File: config.mk
export PLATFORM = sky130hd
export DESIGN_NAME = alu16_pipe_flat
export DESIGN_NICKNAME = d
export VERILOG_FILES = /design/src/rtl/alu16_pipe_if.sv /design/src/rtl/alu16_pipe.sv /design/src/flat_wrapper.sv
export SDC_FILE = /design/constraint.sdc
export NUM_CORES = 1
export LEC_CHECK = 0
export CAP_MARGIN = 20
export CORE_UTILIZATION = 43
export DETAILED_ROUTE_END_ITERATION = 12
export DONT_BUFFER_PORTS = 1
export MAX_ROUTING_LAYER = met4
export PLACE_DENSITY = 0.66
export SLEW_MARGIN = 25
export SYNTH_ARGS = -nofsm -noshare
export SYNTH_HDL_FRONTEND = slang
export SYNTH_SLANG_ARGS = --single-unit
File: constraint.sdc
create_clock -name clk -period 5.2 [get_ports clk]
set_clock_uncertainty 0.2 [all_clocks]
set_input_delay 0.52 -clock clk [delete_from_list [all_inputs] [get_ports clk]]
set_output_delay 0.52 -clock clk [all_outputs]
set_load 0.1 [all_outputs]
File: src/rtl/alu16_pipe_if.sv
// Handshake and data bundle for alu16_pipe: upstream operand channel and
// downstream result channel, each with its own valid/ready pair.
interface alu16_pipe_if #(
  parameter int unsigned WIDTH = 16
) ();
  logic             in_valid;
  logic             in_ready;
  logic [WIDTH-1:0] in_x;
  logic [WIDTH-1:0] in_y;
  logic [5:0]       ctrl;
  logic             out_valid;
  logic             out_ready;
  logic [WIDTH-1:0] out;
  logic             zr;
  logic             ng;

  // Environment side: offers operands, consumes results.
  modport master (
    output in_valid, in_x, in_y, ctrl, out_ready,
    input  in_ready, out_valid, out, zr, ng
  );

  // ALU side: accepts operands, produces results.
  modport slave (
    input  in_valid, in_x, in_y, ctrl, out_ready,
    output in_ready, out_valid, out, zr, ng
  );
endinterface

File: src/rtl/alu16_pipe.sv
// Hack-style ALU with two registered stages (operand capture, result) and
// valid/ready flow control on both sides. The f=0 path is a plain bitwise AND
// of the pre-conditioned operands.
module alu16_pipe #(
  parameter int unsigned WIDTH = 16
) (
  input  logic         clk,
  input  logic         rst_n,
  alu16_pipe_if.slave  bus
);

  logic             s1_valid;
  logic [WIDTH-1:0] s1_x;
  logic [WIDTH-1:0] s1_y;
  logic [5:0]       s1_ctrl;

  logic             s2_valid;
  logic [WIDTH-1:0] s2_out;
  logic             s2_zr;
  logic             s2_ng;

  logic             s2_free;
  logic             accept;

  logic [WIDTH-1:0] x1, x2, y1, y2, r, res;

  // S2 can take new data when empty or when its result leaves this edge;
  // S1 can take new data when empty or when it moves into S2 this edge.
  always_comb begin
    s2_free = !s2_valid || bus.out_ready;
    accept  = bus.in_valid && (!s1_valid || s2_free);
  end

  assign bus.in_ready  = !s1_valid || s2_free;
  assign bus.out_valid = s2_valid;
  assign bus.out       = s2_out;
  assign bus.zr        = s2_zr;
  assign bus.ng        = s2_ng;

  // Operand conditioning and function select on the S1 contents.
  always_comb begin
    x1  = s1_ctrl[5] ? '0 : s1_x;
    x2  = s1_ctrl[4] ? ~x1 : x1;
    y1  = s1_ctrl[3] ? '0 : s1_y;
    y2  = s1_ctrl[2] ? ~y1 : y1;
    r   = s1_ctrl[1] ? (x2 + y2) : (x2 & y2);
    res = s1_ctrl[0] ? ~r : r;
  end

  // Stage 1: capture accepted operands; empties when it moves on with nothing behind.
  always_ff @(posedge clk or negedge rst_n) begin
    if (!rst_n) begin
      s1_valid <= 1'b0;
      s1_x     <= '0;
      s1_y     <= '0;
      s1_ctrl  <= '0;
    end else if (accept) begin
      s1_valid <= 1'b1;
      s1_x     <= bus.in_x;
      s1_y     <= bus.in_y;
      s1_ctrl  <= bus.ctrl;
    end else if (s2_free) begin
      s1_valid <= 1'b0;
    end
  end

  // Stage 2: register result and flags; holds steady while stalled downstream.
  always_ff @(posedge clk or negedge rst_n) begin
    if (!rst_n) begin
      s2_valid <= 1'b0;
      s2_out   <= '0;
      s2_zr    <= 1'b0;
      s2_ng    <= 1'b0;
    end else if (s2_free) begin
      s2_valid <= s1_valid;
      if (s1_valid) begin
        s2_out <= res;
        s2_zr  <= (res == '0);
        s2_ng  <= res[WIDTH-1];
      end
    end
  end

endmodule

File: src/flat_wrapper.sv
// flat-port wrapper written by rule: the top's interface ports become plain ports
module alu16_pipe_flat 
#(
  parameter int unsigned WIDTH = 16
)
  (clk, rst_n, bus_in_valid, bus_in_x, bus_in_y, bus_ctrl, bus_out_ready, bus_in_ready, bus_out_valid, bus_out, bus_zr, bus_ng);
  alu16_pipe_if #(.WIDTH(WIDTH)) bus_i ();
  input  logic clk;
  input  logic rst_n;
  input wire logic [$bits(bus_i.in_valid)-1:0] bus_in_valid;
  input wire logic [$bits(bus_i.in_x)-1:0] bus_in_x;
  input wire logic [$bits(bus_i.in_y)-1:0] bus_in_y;
  input wire logic [$bits(bus_i.ctrl)-1:0] bus_ctrl;
  input wire logic [$bits(bus_i.out_ready)-1:0] bus_out_ready;
  output wire logic [$bits(bus_i.in_ready)-1:0] bus_in_ready;
  output wire logic [$bits(bus_i.out_valid)-1:0] bus_out_valid;
  output wire logic [$bits(bus_i.out)-1:0] bus_out;
  output wire logic [$bits(bus_i.zr)-1:0] bus_zr;
  output wire logic [$bits(bus_i.ng)-1:0] bus_ng;
  assign bus_i.in_valid = bus_in_valid;
  assign bus_i.in_x = bus_in_x;
  assign bus_i.in_y = bus_in_y;
  assign bus_i.ctrl = bus_ctrl;
  assign bus_i.out_ready = bus_out_ready;
  assign bus_in_ready = bus_i.in_ready;
  assign bus_out_valid = bus_i.out_valid;
  assign bus_out = bus_i.out;
  assign bus_zr = bus_i.zr;
  assign bus_ng = bus_i.ng;
  alu16_pipe #(.WIDTH(WIDTH)) u_core (.clk(clk), .rst_n(rst_n), .bus(bus_i));
endmodule
* Word level (Yosys, flattened, before mapping)
Index checks and enable logic that the tools add are counted.
** Word-level totals
- Register bits :: 58
** Operators by class
- Muxes and demuxes :: 8
- Add/subtract/negate cells :: 1
- Bitwise logic cells :: 4
- Reductions and logical operators :: 8
** Operators with widths (number)
- 2-to-1 mux 16 bit :: 6
- inverter 16 bit :: 3
- adder 16 bit :: 1
- bitwise AND 16 bit :: 1
- zero test 16 bit :: 1
- zero test 1 bit :: 2
- logical OR 1 bit :: 2
- 2-to-1 mux 1 bit :: 2
- AND reduction 2 bit :: 1
- nonzero test 2 bit :: 1
- logical AND 1 bit :: 1

* Logic depth before layout (Yosys ltp)
- Depth after elaboration :: 8
- Mapped depth :: 13
- Mapped depth without buffers :: 12

* Worst setup path before layout
OpenSTA, ideal clock, no wires.
- Path type :: reg2reg
- Start :: register u_core.s1_ctrl[2]
- End :: register u_core.s2_zr (netlist: u_core.bus.zr)
- Arrival time :: 3.751 ns
- Stages on the path, launching flop included :: 13
- Buffers on the path :: 2
- Period minus slack after synthesis :: 4.043 ns
- Library setup time :: 0.092 ns
- Data required time :: 4.908 ns
- Path slack :: 1.157 ns
- Path through :: dfrtp_1 -> clkbuf_1 -> clkbuf_1 -> xnor2_1 -> ha_1 -> and2_4 -> a221o_1 -> o2111a_1 -> o211ai_1 -> mux2_2 -> or4b_1 -> o21a_1 -> o31ai_2
** Between the ends
- Cells in the longest elaborated chain, start to end :: 6
- Elaborated cells on any way between the ends :: 7
** Ends and longest elaborated chain
- start: declaration :: line alu16_pipe.sv:15 : logic [5:0] s1_ctrl;
- start signal: assignment :: line alu16_pipe.sv:61 : s1_ctrl <= bus.ctrl;
- 2-to-1 mux 16 bit (*) :: line alu16_pipe.sv:45 : y2 = s1_ctrl[2] ? ~y1 : y1;
- adder 16 bit or bitwise AND 16 bit (tied branches) :: line alu16_pipe.sv:46 : r = s1_ctrl[1] ? (x2 + y2) : (x2 & y2);
- 2-to-1 mux 16 bit (*) :: line alu16_pipe.sv:46
- inverter 16 bit :: line alu16_pipe.sv:47 : res = s1_ctrl[0] ? ~r : r;
- 2-to-1 mux 16 bit (*) :: line alu16_pipe.sv:47
- zero test 16 bit (*) :: line alu16_pipe.sv:78 : s2_zr <= (res == '0);
- end signal: assignment :: line alu16_pipe.sv:78
- end: declaration :: line alu16_pipe.sv:19 : logic s2_zr;
Every way passes the cells marked *; elsewhere a longest branch is shown, timed or not.
A chain may end at the register's enable or synchronous reset.

* Worst setup path in the final report
Same ends and word-level chain as after synthesis.

==> results by group <==
CTS
  – Clock sinks: 57
  – Cts bufs inserted: 9
  – CTS tree: done
  – Clock transition at path regs: approximately 0.060 ns
  – Hold_buf cts: 2
  – Maximum buffer depth of the clock tree: 2
  – Root Driver: clkbuf_8
  – Cts repair resizes: 0
  – H-tree depth: 3
  – Clk Latency, worst-skew pair: 0.35 ns
  – Post-CTS Setup Bufs: 0

Placed design
  – Gpl congestion: approximately 0.86
  – DP Area: 4010 um^2
  – Post-DP HPWL: between 5 and 6 mm
  – # port buffers: 0

Floorplanning
  – Num rows: 34
  – Die Wd: roughly 100 um
  – Core area: 8810 um^2
  – Die H: between 90 and 100 um
  – Starting Density: 44.8%
  – I/O Pins: between 60 and 70
  – Total die area: about 9600 um^2

STA
  – Final hold vios: 0
  – Slew HR: roughly 34%
  – Worst Tran Pin Value: 0.988 ns
  – FMAX: 244 MHz
  – Final setup fails: 0
  – Final Slew Violations: 0
  – Tmin final: 4.10 ns
  – Final Cycle Share: about four fifths
  – RSZ-0062 raised after global routing: false
  – Sum Neg Setup Slack: 0 ns
  – Worst-case hold slack: 0.0837 ns

Worst setup path
  – Type of the worst setup path: reg2reg
  – R2r worst-path depth: 10
  – Data required, critical path: about 5.3 ns
  – Slowest cell on crit path: dfrtp_1
  – Critical Path AT: 4.16 ns
  – Crit-path cells: xnor2_1, ha_1, and2_4, a221o_1, o2111a_1, o211ai_1, mux2_2, or4b_1, o21a_1, o31ai_2
  – Crit Path Max Fanout: 17
  – Startpoint Class: flop
  – Crit end category: flop
  – Worst path max stage delay: 0.89 ns

Yosys
  – Area of the mapped netlist: 3950 um^2
  – Synth Instances: about 400
  – Post-synth cell types: 58
  – Synth Warn #: 0
  – Ys flop type: dfrtp_1
  – Post-synth EDFFs: 0
  – Share of synthesized flip-flops with an asynchronous set or reset: 100%
  – Post-synth net total: 460
  – FF+latch count, synth: between 50 and 60
  – Sequential share of the synthesized area: 36.1%
  – Syn avg cell area: 9.84 um^2

Global route
  – Vias in the first global route: 2707
  – First-pass GRT wire length: roughly 14 mm
  – Total gr overflow: 0
  – Initial antenna violation count: 0
  – GRT Total Usage: 18.6%
  – Largest net degree at the start of global routing: 58

Detailed routing
  – Via/cell ratio: 5.55
  – DR iter-0 viols: 205
  – Post-route ant nets: 0
  – WL per Instance: 15.4 um
  – Vias: 2807
  – DRC Markers: 10
  – TritonRoute pass-1 iters: 9
  – WL final: between 7 and 8 mm

Run status
  – Violated checks: design-rule violations
  – Outcome: complete, but fails checks

Power
  – P_leak: 1.70 nW
  – Clock power frac: about 15%
  – Sw Pwr: between 1 and 1.5 mW
  – Pwr Density: roughly 620 nW/um^2
  – Switching Share: 51.9%
  – Peak VDD IR: 231 uV
  – Sequential Power Share: between 40% and 50%
  – Comb pwr share: 42.1%
  – Internal Power: 1.26 mW

Finish
  – Share of layout cells above drive strength 1: between 10% and 20%
  – Finished Cell Area: between 4000 and 5000 um^2
  – Nets: 452
  – Syn-to-layout area delta: 7.29%
  – Antenna Cells: 0
  – Area of the multi-input gates: 2400 um^2
  – Finished Core Util: 48.1%
  – # fillers: 846
  – FF/Latch Area: 1430 um^2

Min path
  – Min-Delay Path Class: in2reg
  – Worst Hold Depth: 1

Job
  – Max Cap Viol: 0
-- layer usage --
layer	track usage, %	vias up	wire, um
li1	-	1403	-
met1	25.6	1310	3810
met2	25.7	82	3300
met3	5.30	12	533
met4	7.34	0	136
met5	-	-	0
-- sequential cells by signal (all words and copies together) (netlist names) --
name and cells:
u_core.bus.out 16, u_core.bus.out_valid 1, u_core.bus.zr 1, u_core.s1_ctrl 6
u_core.s1_valid 1, u_core.s1_x 16, u_core.s1_y 16
-- per-stage QoR --
stage | power, mW | worst slack, ns | std cells
6_report | 2.62 | 1.10 | 506
3_3_place_gp | 2.19 | 1.19 | 488
3_5_place_dp | 2.22 | 1.11 | 488
2_1_floorplan | 2.02 | 1.16 | 401
4_1_cts | 2.64 | 1.09 | 506
5_1_grt | 2.82 | 0.837 | 506
-- power groups by stage --
stage	sequential [mW]	combinational (mW)	clock [mW]
detailed placement	1.13	1.08	0
global placement	1.13	1.06	0
CTS	1.12	1.11	0.413
global route	1.14	1.24	0.434
floorplan	1.05	0.963	0
finish	1.12	1.11	0.397
-- kinds of logic after synthesis --
group / Yosys count / share of synthesized area (%)
AO/OA/AOI/OAI: 75 / 12.7
adder cells (fa/ha/maj): 17 / 5.58
flip-flops: 57 / 36.1
buffers and inverters: 30 / 3.01
XOR/XNOR: 51 / 11.3
multiplexers: 49 / 13.9
AND/OR/NAND/NOR: 122 / 17.3
-- final timing paths --
path                                    from              endpoint  slack, ns
hold / removal                  bus_in_valid       u_core.s1_valid       0.08
setup / recovery           u_core.s1_ctrl[2]         u_core.bus.zr       1.10
min in group asynchronous              rst_n        u_core.s1_x[0]       0.48
setup reg to reg           u_core.s1_ctrl[2]         u_core.bus.zr       1.10
hold reg to reg              u_core.s1_valid  u_core.bus.out_valid       0.29
max in group asynchronous              rst_n    u_core.bus.out[15]       4.05
-- placed cells by master, fill, tap and decap left out, types with 2 or more instances in the layout --
master,count
o21ai_0,23
a21boi_0,2
mux2i_1,3
nor4_1,2
mux2_2,46
nand2b_1,39
nand4_1,2
buf_4,3
nor2_1,13
nor2b_1,3
and2_1,2
o2111a_1,2
ha_1,16
clkbuf_8,9
nand3b_1,4
clkbuf_1,2
xnor2_1,41
or3_1,4
dfrtp_1,56
nand3_1,5
nor3_1,5
o2111ai_1,4
nor3b_1,3
a31oi_1,2
clkinv_2,2
o21a_1,2
or4b_1,3
o211ai_1,3
inv_1,6
xor2_1,10
and3_1,2
a21oi_1,19
nand2_1,29
-- synthesized netlist by cell type (2+ instances only) --
cell type	number	area, um^2
nand2_1	29	109
xnor2_1	41	359
nor2b_1	3	18.8
or4b_1	3	30.0
o21ai_0	23	115
a21oi_1	19	95.1
o2111ai_1	4	35.0
o211ai_1	3	22.5
buf_1	5	18.8
mux2_2	46	518
nor4_1	2	12.5
nor2_1	13	48.8
o21a_1	2	15.0
a21boi_0	2	15.0
mux2i_1	3	30.0
or3_1	4	25.0
and3_1	2	12.5
nand4_1	2	12.5
a31oi_1	2	12.5
o2111a_1	2	22.5
inv_1	6	22.5
nand2b_1	39	244
xor2_1	10	87.6
nor3b_1	3	22.5
nand3b_1	4	30.0
buf_2	2	10.0
and2_1	2	12.5
clkbuf_1	16	60.1
nor3_1	5	25.0
dfrtp_1	57	1430
nand3_1	5	25.0
ha_1	16	200
-- final cells by class --
| cell class | count | area share [%] |
|---|---|---|
| multi-input cells | 314 | 56.7 |
| repair buffers | 5 | 1.42 |
| flip-flops and latches | 57 | 33.7 |
| inverters | 6 | 0.532 |
| clock buffers | 11 | 3.10 |
| clock inverters | 5 | 1.33 |
| well taps | 108 | 3.19 |
-- critical path: cells and delay by family (launching register included) --
kind                     cells  cell delay [ns]
AO/OA/AOI/OAI                5             1.29
flip-flops                   1             0.89
AND/OR/NAND/NOR              2             0.69
adder cells (fa/ha/maj)      1             0.40
multiplexers                 1             0.37
XOR/XNOR                     1             0.18
(Power assumes the default switching activity.)
